**src/rtl/reset_sequencer_if.sv**
```systemverilog
// reset_sequencer_if: status inputs and reset/status outputs of the reset sequencer
// master: used by reset_sequencer (takes lock/done status, drives resets, ready, fail, state)
// slave : used by the environment (drives lock/done status, observes the outputs)
interface reset_sequencer_if;
    logic       mmcm_locked;
    logic       mig_calib_done;
    logic       gt_init_done;
    logic       rst_mig;
    logic       rst_gt;
    logic       rst_app;
    logic       ready;
    logic       fail;
    logic [2:0] state;
    modport master (
        input  mmcm_locked, mig_calib_done, gt_init_done,
        output rst_mig, rst_gt, rst_app, ready, fail, state
    );
    modport slave (
        output mmcm_locked, mig_calib_done, gt_init_done,
        input  rst_mig, rst_gt, rst_app, ready, fail, state
    );
endinterface

```
**src/rtl/reset_sequencer.sv**
```systemverilog
// reset_sequencer: releases MIG, GT and application resets in order after MMCM lock, with retry/fail
// clk_sys   : system clock, rising edge
// rst_sys_n : synchronous active-low reset
// bus       : async lock/done status in; rst_mig/rst_gt/rst_app, ready, sticky fail, debug state out
module reset_sequencer #(
    parameter int HOLD_LEN    = 1000,
    parameter int LOCK_STABLE = 256,
    parameter int TIMEOUT     = 1000000,
    parameter int MAX_RETRY   = 3
) (
    input  logic               clk_sys,
    input  logic               rst_sys_n,
    reset_sequencer_if.master  bus
);
    localparam int M1      = HOLD_LEN > LOCK_STABLE ? HOLD_LEN : LOCK_STABLE;
    localparam int CNT_MAX = M1 > TIMEOUT ? M1 : TIMEOUT;
    localparam int CW      = $clog2(CNT_MAX + 1);
    localparam int RW      = $clog2(MAX_RETRY + 1);
    typedef enum logic [2:0] {
        WAIT_LOCK, MIG_RST, MIG_CAL, GT_RST, GT_INIT, RUN, FAILED
    } state_t;
    // bit [1] of each pair is the synchronized value
    logic [1:0]    lock_q, cal_q, gt_q;
    state_t        state_q, state_d;
    logic [CW-1:0] cnt_q, cnt_d;
    logic [RW-1:0] retry_q, retry_d, retry_inc;
    logic          rst_mig_q, rst_gt_q, rst_app_q, ready_q, fail_q;
    logic          locked_s, calib_s, gt_done_s;
    logic          hold_done, time_out, adv, do_retry, lock_lost;
    assign locked_s  = lock_q[1];
    assign calib_s   = cal_q[1];
    assign gt_done_s = gt_q[1];
    assign hold_done = cnt_q == CW'(HOLD_LEN - 1);
    assign time_out  = cnt_q == CW'(TIMEOUT - 1);
    assign retry_inc = retry_q + RW'(1);
    assign lock_lost = !locked_s && state_q != WAIT_LOCK && state_q != FAILED;
    always_comb begin
        adv      = 1'b0;
        do_retry = 1'b0;
        case (state_q)
            WAIT_LOCK: adv = locked_s && cnt_q == CW'(LOCK_STABLE - 1);
            MIG_RST:   adv = hold_done;
            MIG_CAL:   begin adv = calib_s; do_retry = !calib_s && time_out; end
            GT_RST:    adv = hold_done;
            GT_INIT:   begin adv = gt_done_s; do_retry = !gt_done_s && time_out; end
            RUN:       do_retry = !calib_s || !gt_done_s;
            default:   ;
        endcase
        state_d = state_q;
        retry_d = retry_q;
        // lock loss outranks both done and timeout, and is not a failed attempt
        if (lock_lost)
            state_d = WAIT_LOCK;
        else if (adv)
            state_d = state_t'(state_q + 3'd1);
        else if (do_retry) begin
            retry_d = retry_inc;
            state_d = retry_inc == RW'(MAX_RETRY) ? FAILED : WAIT_LOCK;
        end
        if (state_d == RUN && state_q != RUN)
            retry_d = '0;
        // one shared counter: cleared on any state change and while waiting without lock
        cnt_d = (state_d != state_q || (state_q == WAIT_LOCK && !locked_s)) ? '0 :
                cnt_q + CW'(cnt_q != CW'(CNT_MAX));
    end
    always_ff @(posedge clk_sys) begin
        if (!rst_sys_n) begin
            lock_q    <= '0;
            cal_q     <= '0;
            gt_q      <= '0;
            state_q   <= WAIT_LOCK;
            cnt_q     <= '0;
            retry_q   <= '0;
            rst_mig_q <= 1'b1;
            rst_gt_q  <= 1'b1;
            rst_app_q <= 1'b1;
            ready_q   <= 1'b0;
            fail_q    <= 1'b0;
        end else begin
            lock_q    <= {lock_q[0], bus.mmcm_locked};
            cal_q     <= {cal_q[0], bus.mig_calib_done};
            gt_q      <= {gt_q[0], bus.gt_init_done};
            state_q   <= state_d;
            cnt_q     <= cnt_d;
            retry_q   <= retry_d;
            rst_mig_q <= state_d inside {WAIT_LOCK, MIG_RST, FAILED};
            rst_gt_q  <= !(state_d inside {GT_INIT, RUN});
            rst_app_q <= state_d != RUN;
            ready_q   <= state_d == RUN;
            fail_q    <= state_d == FAILED;
        end
    end
    assign bus.rst_mig = rst_mig_q;
    assign bus.rst_gt  = rst_gt_q;
    assign bus.rst_app = rst_app_q;
    assign bus.ready   = ready_q;
    assign bus.fail    = fail_q;
    assign bus.state   = state_q;
endmodule
```
**src/flat_wrapper.sv**
```systemverilog
// flat-port wrapper written by rule: the top's interface ports become plain ports
module reset_sequencer_flat 
#(
    parameter int HOLD_LEN    = 1000,
    parameter int LOCK_STABLE = 256,
    parameter int TIMEOUT     = 1000000,
    parameter int MAX_RETRY   = 3
)
  (clk_sys, rst_sys_n, bus_mmcm_locked, bus_mig_calib_done, bus_gt_init_done, bus_rst_mig, bus_rst_gt, bus_rst_app, bus_ready, bus_fail, bus_state);
  reset_sequencer_if bus_i ();
  input  logic clk_sys;
  input  logic rst_sys_n;
  input wire logic [$bits(bus_i.mmcm_locked)-1:0] bus_mmcm_locked;
  input wire logic [$bits(bus_i.mig_calib_done)-1:0] bus_mig_calib_done;
  input wire logic [$bits(bus_i.gt_init_done)-1:0] bus_gt_init_done;
  output wire logic [$bits(bus_i.rst_mig)-1:0] bus_rst_mig;
  output wire logic [$bits(bus_i.rst_gt)-1:0] bus_rst_gt;
  output wire logic [$bits(bus_i.rst_app)-1:0] bus_rst_app;
  output wire logic [$bits(bus_i.ready)-1:0] bus_ready;
  output wire logic [$bits(bus_i.fail)-1:0] bus_fail;
  output wire logic [$bits(bus_i.state)-1:0] bus_state;
  assign bus_i.mmcm_locked = bus_mmcm_locked;
  assign bus_i.mig_calib_done = bus_mig_calib_done;
  assign bus_i.gt_init_done = bus_gt_init_done;
  assign bus_rst_mig = bus_i.rst_mig;
  assign bus_rst_gt = bus_i.rst_gt;
  assign bus_rst_app = bus_i.rst_app;
  assign bus_ready = bus_i.ready;
  assign bus_fail = bus_i.fail;
  assign bus_state = bus_i.state;
  reset_sequencer #(.HOLD_LEN(HOLD_LEN), .LOCK_STABLE(LOCK_STABLE), .TIMEOUT(TIMEOUT), .MAX_RETRY(MAX_RETRY)) u_core (.clk_sys(clk_sys), .rst_sys_n(rst_sys_n), .bus(bus_i));
endmodule
```
**config.mk**
```make
export PLATFORM = sky130hd
export DESIGN_NAME = reset_sequencer_flat
export DESIGN_NICKNAME = d
export VERILOG_FILES = /design/src/rtl/reset_sequencer_if.sv /design/src/rtl/reset_sequencer.sv /design/src/flat_wrapper.sv
export SDC_FILE = /design/constraint.sdc
export NUM_CORES = 1
export LEC_CHECK = 0
export CAP_MARGIN = 20
export CORE_MARGIN = 2
export CORE_UTILIZATION = 53
export CTS_BUF_LIST = sky130_fd_sc_hd__clkbuf_16
export CTS_CLUSTER_DIAMETER = 100
export DETAILED_ROUTE_END_ITERATION = 16
export PLACE_DENSITY = 0.75
export REMOVE_ABC_BUFFERS = 1
export SYNTH_ARGS = -nofsm -noshare
export SYNTH_HDL_FRONTEND = slang
export SYNTH_SLANG_ARGS = --single-unit
export TNS_END_PERCENT = 30
```
**constraint.sdc**
```tcl
create_clock -name clk_sys -period 3.05 [get_ports clk_sys]
set_clock_uncertainty 0.1 [all_clocks]
set_input_delay 0.305 -clock clk_sys [delete_from_list [all_inputs] [get_ports clk_sys]]
set_output_delay 0.305 -clock clk_sys [all_outputs]
set_load 0.03 [all_outputs]
```
Word-level counts from Yosys, hierarchy flattened
Cells that the tools add are included.
- register bits after elaboration: 36
- bits of input ports: 5
- output and inout bits: 8
- muxes and demuxes: 6
- bitwise operators: 3
- reductions and logical operators: 22
- $add $sub $neg: 3
- equal/unequal tests: 18
- operators by type and width (cell ; number):
    adder 20 x 1 -> 20 bit ; 1
    equality test 20 x 10 -> 1 bit, second input constant ; 1
    equality test 20 bit, second input constant ; 1
    equality test 20 x 8 -> 1 bit, second input constant ; 1
    != test 20 bit, second input constant ; 1
    equality test 3 bit, second input constant ; 5
    two-way mux 3 bit ; 4
    != test 3 bit, second input constant ; 3
    logical AND 1 bit ; 7
    equality test 3 x 1 -> 1 bit, second input constant ; 2
    equality test 3 x 2 -> 1 bit, second input constant ; 2
    logical NOT 3 bit ; 2
    nonzero test 3 bit ; 2
    OR reduction 2 bit ; 3
    logical NOT 1 bit ; 4
    one-hot mux 1 bit (4 select lines) ; 1
    adder 3 x 1 -> 3 bit, second input constant ; 1
    != test 3 bit ; 1
    inverter 1 bit ; 3
    one-hot mux 1 bit (3 select lines) ; 1
    AND reduction 3 bit ; 1
    adder 2 x 1 -> 2 bit, second input constant ; 1
    equality test 2 bit, second input constant ; 1
    logical OR 1 bit ; 2
    nonzero test 2 bit ; 1

Logic depth before layout (Yosys ltp)
Gate-level depths: netlist (run 1).
- depth in word-level cells: 9
- depth in mapped cells: 11
- gate-level depth less buffers: 11

Least setup slack after synthesis (run 1)
Ideal clock, no wire load.
- path kind: register to register
- start point: register u_core.state_q[1] (netlist: u_core.bus.state[1])
- end point: register u_core.cnt_q[0]
- setup time: 88 ps
- clock period less this slack: 3026 ps
- cell stages (with the launch flop): 10
- data arrival time: 2838 ps
- path buffers: 1
- path slack: 24 ps
- path through: dfxtp_1 > ha_1 > or3b_1 > a2111oi_2 > a21oi_1 > a2111oi_2 > a21oi_4 > xnor2_2 > buf_6 > nor4b_2
- cells in the longest elaborated chain, start to end: 8
- elaborated cells between the ends (all ways): 21
- those cells by class: 1 x add/sub; 7 x eq/ne; 5 x mux; 8 x reduce/logical
- RTL lines (element ; RTL line ; text):
    start: declaration ; reset_sequencer.sv:24 ; state_t state_q, state_d;
    start signal: assignment ; reset_sequencer.sv:83 ; state_q <= state_d;
    equality test 3 x 1 -> 1 bit (tied with other cells) ; reset_sequencer.sv:40 ; case (state_q)
    OR reduction 2 bit (no line) / one-hot mux 1 bit (3 select lines) (equally long branches) ; - ;
    one-hot mux 1 bit (4 select lines) / two-way mux 3 bit (equally long branches) ; reset_sequencer.sv:40, reset_sequencer.sv:56 ;
    two-way mux 3 bit ; reset_sequencer.sv:54 ; else if (adv)
    two-way mux 3 bit ; reset_sequencer.sv:52 ; if (lock_lost)
    != test 3 bit ; reset_sequencer.sv:63 ; cnt_d = (state_d != state_q || (state_q == WAIT_LOCK && !locked_s)) ? '0 :
    logical OR 1 bit * ; reset_sequencer.sv:63 ;
    OR reduction 2 bit (no line) * ; - ;
    end signal: assignment ; reset_sequencer.sv:84 ; cnt_q <= cnt_d;
    end: declaration ; reset_sequencer.sv:25 ; logic [CW-1:0] cnt_q, cnt_d;
Every way passes the cells marked *; elsewhere a longest branch is shown, timed or not.
A chain may end at the register's enable or synchronous reset.

Worst setup path in the final report (run 1)
- start point: register u_core.state_q[1] (netlist: u_core.bus.state[1])
- end point: register u_core.cnt_q[3]
Same word-level chain as after synthesis.

==> results of run 1 <==
flip-flops by register name (all words and copies together), names as in the netlist:
register and count:
u_core.cal_q 2, u_core.gt_q 2, u_core.bus.state 3, u_core.cnt_q 20
u_core.bus.rst_gt 1, u_core.retry_q 2, u_core.bus.rst_mig 1, u_core.bus.rst_app 1
u_core.bus.ready 1, u_core.bus.fail 1, u_core.lock_q 2
metal layers:
layer  vias to the layer above  global-route usage
met5                         -                   0
met4                         0              0.0638
met3                         5              0.0528
met2                        38               0.333
met1                       814               0.290
li1                        816                   -
area by class of cell:
type,instances,area (sq um),area share
well taps,48,60.1,0.0243
repair buffers,23,228,0.0922
clock buffers,5,125,0.0506
clock inverters,3,11.3,0.00456
flip-flops and latches,36,722,0.292
inverters,6,22.5,0.00911
multi-input cells,158,1300,0.527
cells in the mapped netlist (2+ instances only):
master     instances  area share
nand2_1           19       0.035
nor4_2            18        0.11
and3_1             4       0.012
nand3_1            9       0.022
nor2_1            10       0.018
and2_1             9       0.028
a2111oi_2          2       0.015
inv_1              6       0.011
o2111a_1           2       0.011
xnor2_1            9       0.039
nor4b_2            2       0.015
dfxtp_1           36        0.35
nand4_1            7       0.021
nor3_1             3      0.0073
o31ai_1            2      0.0073
buf_6              3       0.017
xor2_1            10       0.043
ha_1               8       0.049
nor2b_1            2      0.0061
nor4_1             6       0.018
clkbuf_1           2      0.0037
a21oi_1            6       0.015
nand3b_1           2      0.0073
cells in the final DEF, fill, tap and decap left out, drive strengths merged, types with 2 or more instances in the layout:
master,count
ha,8
nand3,9
nand4,7
o2111a,2
nor2b,2
nor4b,2
and2,9
or2,2
a2111oi,2
nor3,3
clkbuf,5
a21oi,7
xnor2,10
nor2,11
dfxtp,36
xor2,10
nand3b,2
and3,5
inv,8
nand2,20
buf,11
o31ai,2
nor4,25
clkdlybuf4s50,12
power breakdown:
part	switching, mW	leakage, nW	internal [mW]
combinational	0.00903	0.459	0.00905
clock	0.170	0.0738	0.293
sequential	0.00218	0.292	0.475
total	0.182	0.825	0.777
path summary, 6_finish.rpt:
path,to,slack [ps],cells after the start
worst min register to register,u_core.cal_q[1],330,1
worst max register to register,u_core.cnt_q[3],160,11
worst min-delay path,u_core.cal_q[1],330,1
worst max-delay path,u_core.cnt_q[3],160,11
metrics by stage:
step | util | TNS, ps | power, mW
finish | 0.670 | 0 | 0.959
global route | 0.670 | 0 | 0.998
CTS | 0.655 | 0 | 0.967
detailed placement | 0.618 | 0 | 0.505
global placement | 0.618 | 0 | 0.504
floorplan | - | -31100 | 0.495
critical path, cell delays in order (launching register included):
cell and delay (ps):
dfxtp_1 360, buf_4 180, inv_1 80, ha_1 230
nor2b_1 140, o2111a_1 250, o2111a_1 340, a2bb2oi_1 210
o21ai_0 330, o31ai_4 140, buf_12 190, nor4_2 240
cell families after synthesis:
group | after synthesis | share of synthesized area
and+or+nand+nor | 102 | 0.349
DFF | 36 | 0.352
AOI/OAI and AO/OA | 28 | 0.119
xor gates and xnor gates | 20 | 0.0892
buffers and inverters | 14 | 0.0416
adders and majority gates | 8 | 0.0489
timing repair:
item	CTS	global route
buffers inserted	0	1
resized for setup	0	8
endpoints found under the setup margin	0	21
endpoints found under the hold margin	0	0
==> impl_metrics.tcl, run 1 <==
set metrics [dict create \
    status "finished, final reports clean" \
    fin_crit_sh 0.948 \
    synth-seq-cells 36 \
    hold_start "u_core.cal_q[0]" \
    grt_use_total 0.213 \
    startpoint_type "flop" \
    holdWs_ps 329 \
    cts.sinks 36 \
    max_freq_mhz 346 \
    vias 1673 \
    synth.cell_area_sq_mm 0.00205 \
    grt_remaining_overflow 0 \
    diodes 0 \
    required_ps 3140 \
    critPathMaxFanout 20 \
    first_global_vias 1492 \
    worst_ep_arrival_time_ps 2980 \
    worstHoldPathType "flop to flop" \
    final_area_sq_mm 0.00247 \
    synth_edf_count 0 \
    fill_cells 297 \
    rr_startpoint "u_core.bus.state[1]" \
    place_ws_ps 121 \
    seq_area_frac_synth 0.352 \
    power_leakage_nw 0.825 \
    rsz0062_at_grt "false" \
    dr.pass1.iters 4 \
    gp_congestion 0.954 \
    die_y_um 66.1 \
    setup_ws_ps 159 \
    viasPerCell 6.00 \
    drive_gt1_frac 0.242 \
    netlist-cell-type-count 54 \
    rows 22 \
    highest_layer "met4" \
    peakVddDrop_v 0.000360 \
    wl_met1_mm 1.94 \
    worst_slew_pin_slew_ps 775 \
    period_needed_ps 2890 \
    setup_viol 0 \
    path_clk_slew_ps 50 \
    syn_inst 208 \
    crit_path_start "u_core.bus.state[1]" \
    die_w_um 66.1 \
    worstSetupPathType "flop to flop" \
    grt_max_degree 21 \
    avgSynthCellArea_sq_um 9.84 \
    start_util 0.555 \
    dp_cells 270 \
    maxCapViolCount 0 \
    ys.flop_type "dfxtp_1" \
    cts_tree "built" \
    io_pins 13 \
    h-tree-depth 2 \
    routed-wl-met3_um 185 \
    relSlewSlack 0.483 \
    wl_mm 4.22 \
    port_buffers 12 \
    drtIter0Drc 113 \
    drc_errors 0 \
    wire_per_inst_um 15.1 \
    root_buffer "clkbuf_16" \
    hold_buffers 0 \
    cts_buffers 5 \
    synthArstFlopShare 0 \
    clock_latency_ps 270 \
    nets 243 \
    postPlaceCellArea_sq_mm 0.00228 \
    drtAntennaViolNets 0 \
    met2_length_mm 2.05 \
    areaGrowthSynthToFinish_pct 20.7 \
    die-area_sq_mm 0.00438 \
    clockBufferDepth 2 \
    hold_violations 0 \
    antenna_found_initial 0 \
    endpoint_kind "flop" \
    stdcell_count 279 \
    power.density_mw_per_mm2 388 \
    grt_pass1_wl_mm 7.16 \
    slew_violations 0 \
    dpl.hpwl_mm 2.86 \
    core_area_sq_mm 0.00369 \
    synth_warnings 0 \
]
No activity file was read; power rests on OpenSTA's default activity.
==> run 2: changes to the inputs <==
SETUP_SLACK_MARGIN = 0.5   (was unset)
SLEW_MARGIN = 25   (was unset)
==> run 2 against run 1 <==
Compared with the run above: non-clock buffer count up 18; wire length up 50%; die area unchanged; critical path depth unchanged; via count up 19%; clock power up 2%; cell count up 6.5%; combinational power up 15%; register-to-register slack better by 130 ps; sequential power about the same; largest cell class unchanged; largest power group unchanged.
==> impl_metrics.tcl, run 2 (synthesized netlist as in run 1, its figures left out) <==
set metrics [dict create \
    grt_remaining_overflow 0 \
    max_freq_mhz 362 \
    core_area_sq_mm 0.00369 \
    worstSetupPathType "flop to flop" \
    dr.pass1.iters 5 \
    path_clk_slew_ps 50 \
    start_util 0.555 \
    reg2reg_slack_ps 290 \
    dpl.hpwl_mm 2.86 \
    first_global_vias 1712 \
    top_register "u_core.cnt_q" \
    place_ws_ps 121 \
    diodes 0 \
    worst_slew_pin_slew_ps 580 \
    drc_errors 0 \
    die_y_um 66.1 \
    crit_path_start "u_core.cnt_q[11]" \
    maxCapViolCount 0 \
    peakVddDrop_v 0.000359 \
    startpoint_type "flop" \
    wire_per_inst_um 21.4 \
    required_ps 3140 \
    slew_violations 0 \
    power.density_mw_per_mm2 335 \
    endpoint_kind "flop" \
    cts_buffers 5 \
    final_cell_mix "30 x dfxtp_1, 22 x buf_4, 17 x nand2_1" \
    clockBufferDepth 2 \
    fill_cells 214 \
    multi_input_area_sq_mm 0.00154 \
    viasPerCell 6.72 \
    cts.sinks 36 \
    final_util 0.788 \
    root_buffer "clkbuf_16" \
    setup_viol 0 \
    setup_ws_ps 287 \
    die-area_sq_mm 0.00438 \
    final_area_sq_mm 0.00291 \
    relSlewSlack 0.610 \
    fin_tns_setup_ps 0 \
    hold_buffers 0 \
    final_common_cell "dfxtp_1" \
    status "finished, final reports clean" \
    crit_end "u_core.cnt_q[18]" \
    nets 261 \
    rr_endpoint "u_core.cnt_q[18]" \
    antenna_found_initial 0 \
    rsz0062_at_grt "true" \
    critPathMaxFanout 5 \
    cts_tree "built" \
    io_pins 13 \
    grt_pass1_wl_mm 8.47 \
    rr_startpoint "u_core.cnt_q[11]" \
    die_w_um 66.1 \
    drive_gt1_frac 0.414 \
    drtAntennaViolNets 0 \
    regArea_sq_um 731 \
    grt_use_total 0.255 \
    worstHoldPathType "flop to flop" \
    vias 1995 \
    rows 22 \
    clock_latency_ps 280 \
    period_needed_ps 2760 \
    power_leakage_nw 0.967 \
    h-tree-depth 2 \
    postPlaceCellArea_sq_mm 0.00228 \
    hold_depth 1 \
    gp_congestion 0.954 \
    grt_max_degree 21 \
    areaGrowthSynthToFinish_pct 41.9 \
    worst_ep_arrival_time_ps 2850 \
    drtIter0Drc 307 \
    reg2reg_depth 11 \
    wl_mm 6.35 \
    fin_crit_sh 0.906 \
    hold_violations 0 \
    port_buffers 12 \
    largest_reg_flops 20 \
]
==> run 2: cell types whose count changed in the layout (fill, tap and decap cells not counted), moves of 2 or more <==
cell     previous run  this run
nand2_1            19        17
inv_1               8         6
dfxtp_1            35        30
dfxtp_2             1         5
nor4_2             19        13
ha_1                7         2
ha_4                0         4
buf_4               9        22
buf_6               0         3
nor4_4              1         7
==> run 2: routing by layer <==
metal / global-route usage / vias up / part of all wire
li1: - / 862 / -
met1: 0.322 / 987 / 0.39
met2: 0.410 / 123 / 0.51
met3: 0.0733 / 23 / 0.074
met4: 0.0944 / 0 / 0.020
met5: 0 / - / 0
==> run 2: stage by stage <==
stage	instances	hold slack, ps	total power, mW
after floorplan	200	312	0.495
after global placement	270	314	0.504
after detailed placement	270	321	0.505
after CTS	287	334	0.968
after global routing	297	343	0.999
final	297	330	0.972
==> run 2: worst min path at each step <==
stage / start / slack, ps / endpoint
2_1_floorplan: u_core.cal_q[0] / 310 / u_core.cal_q[1]
3_3_place_gp: u_core.lock_q[0] / 310 / u_core.lock_q[1]
3_5_place_dp: u_core.cal_q[0] / 320 / u_core.cal_q[1]
4_1_cts: u_core.cal_q[0] / 330 / u_core.cal_q[1]
5_1_grt: u_core.gt_q[0] / 340 / u_core.gt_q[1]
6_report: u_core.cal_q[0] / 330 / u_core.cal_q[1]
==> run 2: critical path, stage by stage (launching register included) <==
cell,delay (ps)
dfxtp_2,340
or4_4,560
nor4_4,320
nand4_1,190
ha_2,260
ha_4,180
nand2_2,80
or2_4,130
nor2_1,60
and3_4,190
xnor2_2,140
nor4_4,120
==> run 2: area by class of cell <==
type | instances | area share
flip-flops and latches | 36 | 0.252
well taps | 48 | 0.0207
clock buffers | 5 | 0.0431
inverters | 6 | 0.00861
repair buffers | 41 | 0.142
multi-input cells | 158 | 0.531
clock inverters | 3 | 0.00388
==> run 2: timing repair <==
item / CTS / global route
pin swaps: 6 / 12
setup endpoints to repair: 28 / 28
buffers inserted: 7 / 9
cloned: 2 / 1
hold endpoints to repair: 0 / 0
gates resized for setup: 31 / 31
==> run 2: power by group <==
| part | switching, mW | internal, mW |
|---|---|---|
| Sequential | 0.00267 | 0.474 |
| Clock | 0.181 | 0.293 |
| Combinational | 0.0113 | 0.00961 |
| Total | 0.195 | 0.777 |
==> run 3: changes to the inputs <==
CORE_MARGIN = unset   (was 2)
==> run 3 against run 2 <==
Compared with the run above: clock-buffer cell count is the same; total power rose by 0.28%; sequential share of layout area decreased by 0.34 points; cell count up 3.0%; first-iteration DRC count decreased by 45%; via count grew 0.60%; sequential power about the same; utilization is 0.41 points higher; combinational power barely moved; fmax shrank 3.4%; critical path type unchanged; critical endpoint is now u_core.cnt_q[15]; largest cell class unchanged; largest power group unchanged.
==> impl_metrics.tcl, run 3 (synthesized netlist as in run 1, its figures left out) <==
set metrics [dict create \
    worst_ep_arrival_time_ps 2960 \
    status "finished, final reports clean" \
    final_common_cell "dfxtp_1" \
    worstSetupPathType "flop to flop" \
    clock_latency_ps 280 \
    startpoint_type "flop" \
    endpoint_kind "flop" \
    critPathMaxFanout 5 \
    p_comb_frac 0.021 \
    clkPwrFrac 0.489 \
    clockBufferDepth 2 \
    cts_tree "built" \
    gp_congestion 1.00 \
    fin_crit_sh 0.938 \
    wl_mm 6.44 \
    final_util 0.792 \
    internal-power_mw 0.778 \
    worst_slew_pin_slew_ps 539 \
    power_leakage_nw 1.00 \
    required_ps 3150 \
    slowest_delay_ps 390 \
    top_register "u_core.cnt_q" \
    cts.sinks 36 \
    wire_per_inst_um 21.1 \
    setup_ws_ps 189 \
    diodes 0 \
    io_pins 13 \
    period_needed_ps 2860 \
    place_ws_ps 68.7 \
    vias 2007 \
    root_buffer "clkbuf_16" \
    slew_violations 0 \
    drc_errors 0 \
    port_buffers 12 \
    path_cells "inv_2 > ha_4 > or3b_4 > a2111oi_4 > buf_4 > a21oi_4 > a2111oi_4 > a21oi_4 > xnor2_4 > clkbuf_16 > nor4_4" \
    reg2reg_depth 11 \
    relSlewSlack 0.637 \
    die-area_sq_mm 0.00411 \
    dr.pass1.iters 5 \
    path_clk_slew_ps 50 \
    rsz0062_at_grt "true" \
    drtAntennaViolNets 0 \
    maxCapViolCount 0 \
    rows 22 \
    core_area_sq_mm 0.00369 \
    setup_viol 0 \
    h-tree-depth 2 \
    largest_reg_flops 20 \
    drtIter0Drc 169 \
    viasPerCell 6.56 \
    grt_max_degree 21 \
    p_seq_frac 0.489 \
    critPathSlowestCell "a2111oi_4" \
    nets 271 \
    antenna_found_initial 0 \
    final_cell_mix "33 x dfxtp_1, 29 x buf_4, 18 x nand2_1" \
    die_y_um 64.1 \
    grt_use_total 0.308 \
    hold_depth 1 \
    grt_pass1_wl_mm 9.49 \
    total_power_mw 0.975 \
    grt_remaining_overflow 0 \
    hold_violations 0 \
    die_w_um 64.1 \
    peakVddDrop_v 0.000352 \
    holdWs_ps 330 \
    fill_cells 213 \
    power.density_mw_per_mm2 334 \
    areaGrowthSynthToFinish_pct 42.7 \
    dpl.hpwl_mm 3.14 \
    drive_gt1_frac 0.388 \
    start_util 0.555 \
    worstHoldPathType "flop to flop" \
    cts_buffers 5 \
    power.net_switching_mw 0.197 \
    sw_frac_of_total 0.202 \
    first_global_vias 1898 \
    max_freq_mhz 350 \
]
-- run 3: worst paths after layout --
check	startpoint	end	slack [ps]
worst max register to register	u_core.bus.state[0]	u_core.cnt_q[15]	190
worst min register to register	u_core.gt_q[0]	u_core.gt_q[1]	330
worst min-delay path	u_core.gt_q[0]	u_core.gt_q[1]	330
worst max-delay path	u_core.bus.state[0]	u_core.cnt_q[15]	190
-- run 3: what timing repair did --
| action | in CTS | in global routing |
|---|---|---|
| hold buffers | 0 | 0 |
| pin swaps | 13 | 11 |
| setup buffers | 11 | 3 |
| resized for setup | 33 | 17 |
| endpoints found under the setup margin | 27 | 28 |
| gates cloned | 2 | 1 |
-- run 3: power by group through the flow --
stage	combinational [mW]	clock (mW)	sequential, mW
after detailed placement	0.0179	0	0.487
after global placement	0.0175	0	0.487
after floorplan	0.00924	0	0.486
after CTS	0.0189	0.477	0.477
after global routing	0.0223	0.499	0.477
final	0.0209	0.477	0.477
-- run 3: through the flow --
stage / TNS, ps / cell area [sq um] / cells
2_1_floorplan: -31100 / 1980 / 200
3_3_place_gp: -159 / 2340 / 280
3_5_place_dp: 0 / 2360 / 282
4_1_cts: 0 / 2790 / 302
5_1_grt: 0 / 2920 / 306
6_report: 0 / 2920 / 306
-- run 3: final cells by class --
type | instances | area, sq um | area share
clock buffer | 5 | 125 | 0.0428
clock inverter | 2 | 8.76 | 0.00300
inverter | 6 | 25.0 | 0.00857
multi-input combinational | 158 | 1480 | 0.506
sequential | 36 | 724 | 0.248
tap | 48 | 60.1 | 0.0206
timing repair buffer | 51 | 499 | 0.171
-- run 3: critical path: cells and delay by family (launching register included) --
kind | cells | cell delay (ps)
AOI/OAI and AO/OA | 4 | 930
xor gates and xnor gates | 1 | 200
adders and majority gates | 1 | 130
buffers and inverters | 3 | 470
DFF | 1 | 330
and+or+nand+nor | 2 | 630
-- run 3: layer usage --
metal / wire length (um) / up-vias / global-route usage
met3: 512 / 44 / 0.0607
li1: - / 877 / -
met5: 0 / - / 0
met4: 303 / 0 / 0.206
met2: 3100 / 121 / 0.488
met1: 2530 / 965 / 0.376
